### src/rtl/qdiv_stream.sv
// Purpose: streaming signed Q-format divider, quotient = (dividend << Q) / divisor, R quotient bits per cycle.
// Latency: ceil((N+Q)/R)+1 edges from accept to o_valid; a zero divisor answers after 1 edge.
// Backpressure: single entry, o_ready only in IDLE, result held until i_ready. Option QDIV_SAT_EN saturates overflow/dbz.
module qdiv_stream #(
   parameter int N = 16,
   parameter int Q = 8,
   parameter int R = 1
)(
   input  logic         i_clk,
   input  logic         i_rst_n,
   input  logic         i_valid,
   output logic         o_ready,
   input  logic [N-1:0] i_dividend,
   input  logic [N-1:0] i_divisor,
   output logic         o_valid,
   input  logic         i_ready,
   output logic [N-1:0] o_quotient,
   output logic         o_overflow,
   output logic         o_dbz
);

   // Steps needed to cover the N+Q-bit shifted dividend; W pads it up to a whole number of steps.
   localparam int ITER = (N + Q + R - 1) / R;
   localparam int W    = ITER * R;
   localparam int CW   = $clog2(ITER + 1);

   // Largest representable magnitudes for positive and negative results, widened to the full quotient.
   localparam logic [W-1:0] MAX_POS = {{(W-N+1){1'b0}}, {(N-1){1'b1}}};
   localparam logic [W-1:0] MAX_NEG = {{(W-N){1'b0}}, 1'b1, {(N-1){1'b0}}};

`ifdef QDIV_SAT_EN
   localparam logic [N-1:0] SAT_POS = {1'b0, {(N-1){1'b1}}};
   localparam logic [N-1:0] SAT_NEG = {1'b1, {(N-1){1'b0}}};
`endif

   typedef enum logic [1:0] {
      S_IDLE = 2'd0,
      S_CALC = 2'd1,
      S_DONE = 2'd2
   } state_t;

   state_t          state_q;
   state_t          state_d;

   logic            accept;
   logic            div_zero;
   logic            last_step;

   logic [N-1:0]    dvd_mag;
   logic [N-1:0]    dvs_mag;
   logic [W-1:0]    dvd_init;
   logic [N-1:0]    dbz_result;

   logic            sign_q;
   logic [N-1:0]    dvs_q;
   logic [N:0]      rem_q;
   logic [W-1:0]    dvd_q;
   logic [W-1:0]    quo_q;
   logic [CW-1:0]   cnt_q;

   logic [N:0]      rem_n;
   logic [W-1:0]    dvd_n;
   logic [W-1:0]    quo_n;

   logic [N-1:0]    quo_lo;
   logic            ovf_n;
   logic [N-1:0]    res_n;

   assign accept    = i_valid && o_ready;
   assign div_zero  = (i_divisor == '0);
   assign last_step = (cnt_q == CW'(1));

   // Operand magnitudes as unsigned N-bit values, so the most negative input keeps its full magnitude.
   always_comb begin
      dvd_mag  = i_dividend[N-1] ? -i_dividend : i_dividend;
      dvs_mag  = i_divisor[N-1]  ? -i_divisor  : i_divisor;
      dvd_init = '0;
      dvd_init[N+Q-1:Q] = dvd_mag;
`ifdef QDIV_SAT_EN
      dbz_result = i_dividend[N-1] ? SAT_NEG : SAT_POS;
`else
      dbz_result = '0;
`endif
   end

   // State register.
   always_ff @(posedge i_clk or negedge i_rst_n) begin
      if (!i_rst_n) begin
         state_q <= S_IDLE;
      end else begin
         state_q <= state_d;
      end
   end

   // Next-state and handshake outputs; o_ready and o_valid come from disjoint states so never overlap.
   always_comb begin
      state_d = state_q;
      o_ready = 1'b0;
      o_valid = 1'b0;
      case (state_q)
         S_IDLE: begin
            o_ready = 1'b1;
            if (i_valid) begin
               state_d = div_zero ? S_DONE : S_CALC;
            end
         end
         S_CALC: begin
            if (last_step) begin
               state_d = S_DONE;
            end
         end
         S_DONE: begin
            o_valid = 1'b1;
            if (i_ready) begin
               state_d = S_IDLE;
            end
         end
         default: begin
            state_d = S_IDLE;
         end
      endcase
   end

   // R restoring-division steps per cycle, MSB first: shift in a dividend bit, subtract if it fits.
   always_comb begin
      rem_n = rem_q;
      dvd_n = dvd_q;
      quo_n = quo_q;
      for (int j = 0; j < R; j++) begin
         rem_n = {rem_n[N-1:0], dvd_n[W-1]};
         dvd_n = {dvd_n[W-2:0], 1'b0};
         if (rem_n >= {1'b0, dvs_q}) begin
            rem_n = rem_n - {1'b0, dvs_q};
            quo_n = {quo_n[W-2:0], 1'b1};
         end else begin
            quo_n = {quo_n[W-2:0], 1'b0};
         end
      end
   end

   // Apply sign and range to the final magnitude; the overflow compare spans every quotient bit.
   always_comb begin
      ovf_n  = sign_q ? (quo_n > MAX_NEG) : (quo_n > MAX_POS);
      quo_lo = quo_n[N-1:0];
      // Negating the low N bits equals the low N bits of the negated quotient; zero stays zero.
      res_n  = sign_q ? -quo_lo : quo_lo;
`ifdef QDIV_SAT_EN
      if (ovf_n) begin
         res_n = sign_q ? SAT_NEG : SAT_POS;
      end
`endif
   end

   // Datapath: load on accept, iterate in CALC, publish the result on the last step and hold it in DONE.
   always_ff @(posedge i_clk or negedge i_rst_n) begin
      if (!i_rst_n) begin
         sign_q     <= 1'b0;
         dvs_q      <= '0;
         rem_q      <= '0;
         dvd_q      <= '0;
         quo_q      <= '0;
         cnt_q      <= '0;
         o_quotient <= '0;
         o_overflow <= 1'b0;
         o_dbz      <= 1'b0;
      end else if (accept) begin
         sign_q     <= i_dividend[N-1] ^ i_divisor[N-1];
         dvs_q      <= dvs_mag;
         rem_q      <= '0;
         dvd_q      <= dvd_init;
         quo_q      <= '0;
         cnt_q      <= CW'(ITER);
         o_overflow <= 1'b0;
         o_dbz      <= div_zero;
         // A zero divisor skips CALC, so its answer has to be in place by the next edge.
         if (div_zero) begin
            o_quotient <= dbz_result;
         end
      end else if (state_q == S_CALC) begin
         rem_q <= rem_n;
         dvd_q <= dvd_n;
         quo_q <= quo_n;
         cnt_q <= cnt_q - CW'(1);
         if (last_step) begin
            o_quotient <= res_n;
            o_overflow <= ovf_n;
         end
      end
   end

endmodule

### config.mk
export PLATFORM = sky130hd
export DESIGN_NAME = qdiv_stream
export DESIGN_NICKNAME = d
export VERILOG_FILES = /design/src/rtl/qdiv_stream.sv
export SDC_FILE = /design/constraint.sdc
export NUM_CORES = 1
export LEC_CHECK = 0
export BUFFER_PORTS_ARGS = -buffer_cell sky130_fd_sc_hd__buf_2
export CAP_MARGIN = 20
export CORE_ASPECT_RATIO = 1.4
export CORE_UTILIZATION = 31
export DETAILED_ROUTE_END_ITERATION = 6
export PLACE_DENSITY = 0.5
export SLEW_MARGIN = 15
export SYNTH_ARGS = -nofsm -noshare
export SYNTH_HDL_FRONTEND = slang
export SYNTH_SLANG_ARGS = --single-unit
### constraint.sdc
create_clock -name i_clk -period 3.6 [get_ports i_clk]
set_clock_uncertainty 0.2 [all_clocks]
set_input_delay 0.18 -clock i_clk [delete_from_list [all_inputs] [get_ports i_clk]]
set_output_delay 0.18 -clock i_clk [all_outputs]
set_load 0.005 [all_outputs]
==> metrics.md <==
| Metric | Value |
|---|---|
| Status | finished clean |
| CTS HTree Levels | 3 |
| Syn Area/Cell | 8.90 um2 |
| Fillers | 1,903 |
| Remaining antenna violation count | 0 |
| Rows | 58 |
| Latest clock arrival within the worst-skew pair | 0.34 ns |
| Kind of critical path | reg -> reg |
| Hold buffers post-CTS | 29 |
| Comb power frac | 53.9% |
| Die height | 163 um |
| DRC Markers | 0 |
| ANT cells | 0 |
| Yosys top cell area share | 42.5% |
| DR vias/cell | 4.99 |
| Post-synthesis cell area | 5710 um2 |
| Routed len/inst | 14.3 um |
| DP Worst Slack | 0.590 ns |
| Startpoint types | flop |
| CP top delay family | compound AO/OA/AOI/OAI gates |
| Root buf cell | clkbuf_16 |
| Min Tclk post-route | 3.03 ns |
| Cell taking the most area after synthesis | dfrtp_1 |
| Num CTS Buffers | 9 |
| Unrepaired setup endpoints after global routing | no |
| CP Buf/Inv Count | 1 |
| Post-Synth XOR/XNOR Area | 7.97% |
| Cells after Synth | 642 |
| Max-slew headroom | 46.5% |
| PnR worst setup slack | 0.574 ns |
| Clock-pin slew on the worst setup and hold paths | 0.07 ns |
| Wire length on met3 | 356 um |
| Max-slew violations | 0 |
| Syn_nets | 700 |
| Vias in the first global route | 4,766 |
| Yosys reg bits | 97 |
| DRT iter0 DRCs | 245 |
| I/O pin count | 56 |
| Gpl congestion | 0.863 |
| Cts repair resizes | 0 |
| Input/output buffers | 55 |
| Post-Synth Simple-Gate Area | 16.9% |
| 1st-pass router iterations | 4 |
| Psw | 2.87 mW |
| Crit end category | flop |
| Hold Path Class | in -> reg |
| GRT Resource Usage Total | 15.5% |
| Synth Flop Type | dfrtp_1 |
| Most frequent cell after synthesis | nand2_1 |
| CTS sink count | 97 |
| Setup TNS | 0 ns |
| Max VDD drop | 0.321 mV |
| Worst path cell trace | ha_1 -> a21o_1 -> a211o_1 -> a311oi_2 -> a32oi_4 -> inv_4 -> ha_1 -> nand2_1 -> o31ai_1 -> xor2_1 -> o21ai_0 |
| Max stage delay on crit path | 0.40 ns |
| Remaining Overflow, GRT | 0 |
| Highest routed layer | met4 |
| Post-DP HPWL | 10,000 um |
| Setup Viol. Count Final | 0 |
| Final Hold Fails | 0 |
| CP Data Arrival Time | 3.04 ns |
| FF+latch area | 2430 um2 |
| F_max | 0.331 GHz |
| Die Wd | 117 um |
| Crit path max fanout | 7 |
| Worst-Margin Slew | 0.800 ns |
| Largest net degree at the start of global routing | 53 |
| Max cap viols | 0 |
| Multi-input logic area | 3040 um2 |
| Slowest stage cell, crit path | dfrtp_1 |
| Compound-Gate Fraction of Synth Area | 20.7% |
| Core Area | 18,000 um2 |
| Post-synth EDFFs | 0 |
| Initial antenna violation count | 0 |
| Top cells by count, synth | nand2_1 (112), dfrtp_1 (97), o21ai_0 (90) |
| Post-CTS setup buffer count | 0 |
| Post-Synth Adder-Cell Area | 4.95% |
| Leakage power | 3.03 nW |
| Clock share of power | 15.0% |
| DIE AREA | 19,000 um2 |
| First-pass GRT wire length | 23,200 um |
| Vias | 4,780 |
| Internal Power | 3.73 mW |
| Area grow syn2layout | 19.6% |
| CTS max path bufs | 2 |
| Largest family of logic cells by synthesized area | compound AO/OA/AOI/OAI gates |
| Sw Ratio | 43.5% |
| Post-synthesis mux area share | 2.47% |
| Initial Util | 31.7% |
| Layout cells sized above 1 | 13.9% |
| Synth unique cells | 59 |
| Wl on met1 | 6370 um |
| Synth async-reset ratio | 100% |
| Period utilisation layout | 84.0% |
| Met2 WL | 6740 um |
| Synth area leaders | dfrtp_1 (42%), o21ai_0 (7.9%), nand2_1 (7.4%) |
| NumNets Final | 771 |
| CP Data Required Time | 3.61 ns |
| Final wirelength | 13,700 um |
| Cell Pwr Density | 965 nW/um2 |
| Sequential share of power | 31.1% |
| Ys Warns | 0 |
| CTS tree | done |
| Worst path most repeated cell | ha_1 |
| Sequential fraction of the synthesis area | 42.5% |
## cells by family (layout without fill, tap and decap cells)
logic type                 count (synthesis)  after routing
and+or+nand+nor                          207            207
buffers and inverters                     65            141
adders and majority gates                 22             22
muxes                                     14             14
xor gates and xnor gates                  52             52
AOI/OAI and AO/OA                        185            185
DFF                                       97             97
## worst min-delay path: stages
cell and delay [ns]:
buf_2 0.10, xor2_1 0.07, o21ai_0 0.16
## area by class of cell
type	count	area share [%]
Clock buffer	10	3.50
Clock inverter	6	0.952
Sequential cell	97	35.5
Multi-Input combinational cell	480	44.4
Tap cell	240	4.39
Inverter	30	1.68
Timing Repair Buffer	95	9.52
## cell usage in the layout, fill, tap and decap left out, drive strengths merged, types with 13 or more instances in the layout
master | netlist | final
nand2 | 112 | 112
dfrtp | 97 | 97
o21ai | 97 | 97
buf | 7 | 66
xor2 | 32 | 32
inv | 30 | 32
dlygate4sd3 | 0 | 29
nor2 | 24 | 24
ha | 21 | 21
xnor2 | 20 | 20
nand3 | 19 | 19
a21oi | 16 | 16
a22oi | 15 | 15
o31ai | 15 | 15
mux2i | 13 | 13
## power groups by stage
stage	clock network [mW]	registers, mW	logic, mW
6_report	0.987	2.05	3.56
5_1_grt	1.07	2.13	4.02
4_1_cts	1.02	2.06	3.58
3_5_place_dp	0	2.08	3.54
3_3_place_gp	0	2.05	3.48
2_1_floorplan	0	1.94	2.77
## per-layer routing
layer,track usage (%),vias up
li1,-,2398
met1,19.8,2274
met2,26.2,92
met3,2.31,16
met4,5.93,0
met5,0,-
## sequential cells by signal, summed over array words and instances (netlist names)
signal	count
quo_q	23
dvd_q	16
dvs_q	16
o_quotient	16
rem_q	16
cnt_q	5
state_q	2
o_dbz	1
o_overflow	1
sign_q	1
## path summary, 6_finish.rpt
check / from / end / slack [ns] / cells after the start
setup / recovery: rem_q[13] / o_quotient[8] / 0.57 / 11
hold / removal: i_dividend[12] / dvd_q[20] / 0.009 / 3
setup reg to reg: rem_q[13] / o_quotient[8] / 0.57 / 11
hold reg to reg: dvs_q[9] / dvs_q[9] / 0.28 / 2
max in group asynchronous: i_rst_n / rem_q[8] / 2.22 / 3
min in group asynchronous: i_rst_n / cnt_q[4] / 0.19 / 2
## per-stage QoR
step                util (%)  power [mW]  hold WS [ns]  cell area, um2  std cells
floorplan                  -        4.71        -0.316            5710        642
global placement        34.7        5.53        0.0289            6240        913
detailed placement      34.7        5.61        0.0372            6240        913
CTS                     38.0        6.66      0.000176            6830        958
global route            38.0        7.22        0.0181            6830        958
finish                  38.0        6.60       0.00942            6830        958
No activity file was read; power rests on OpenSTA's default activity.
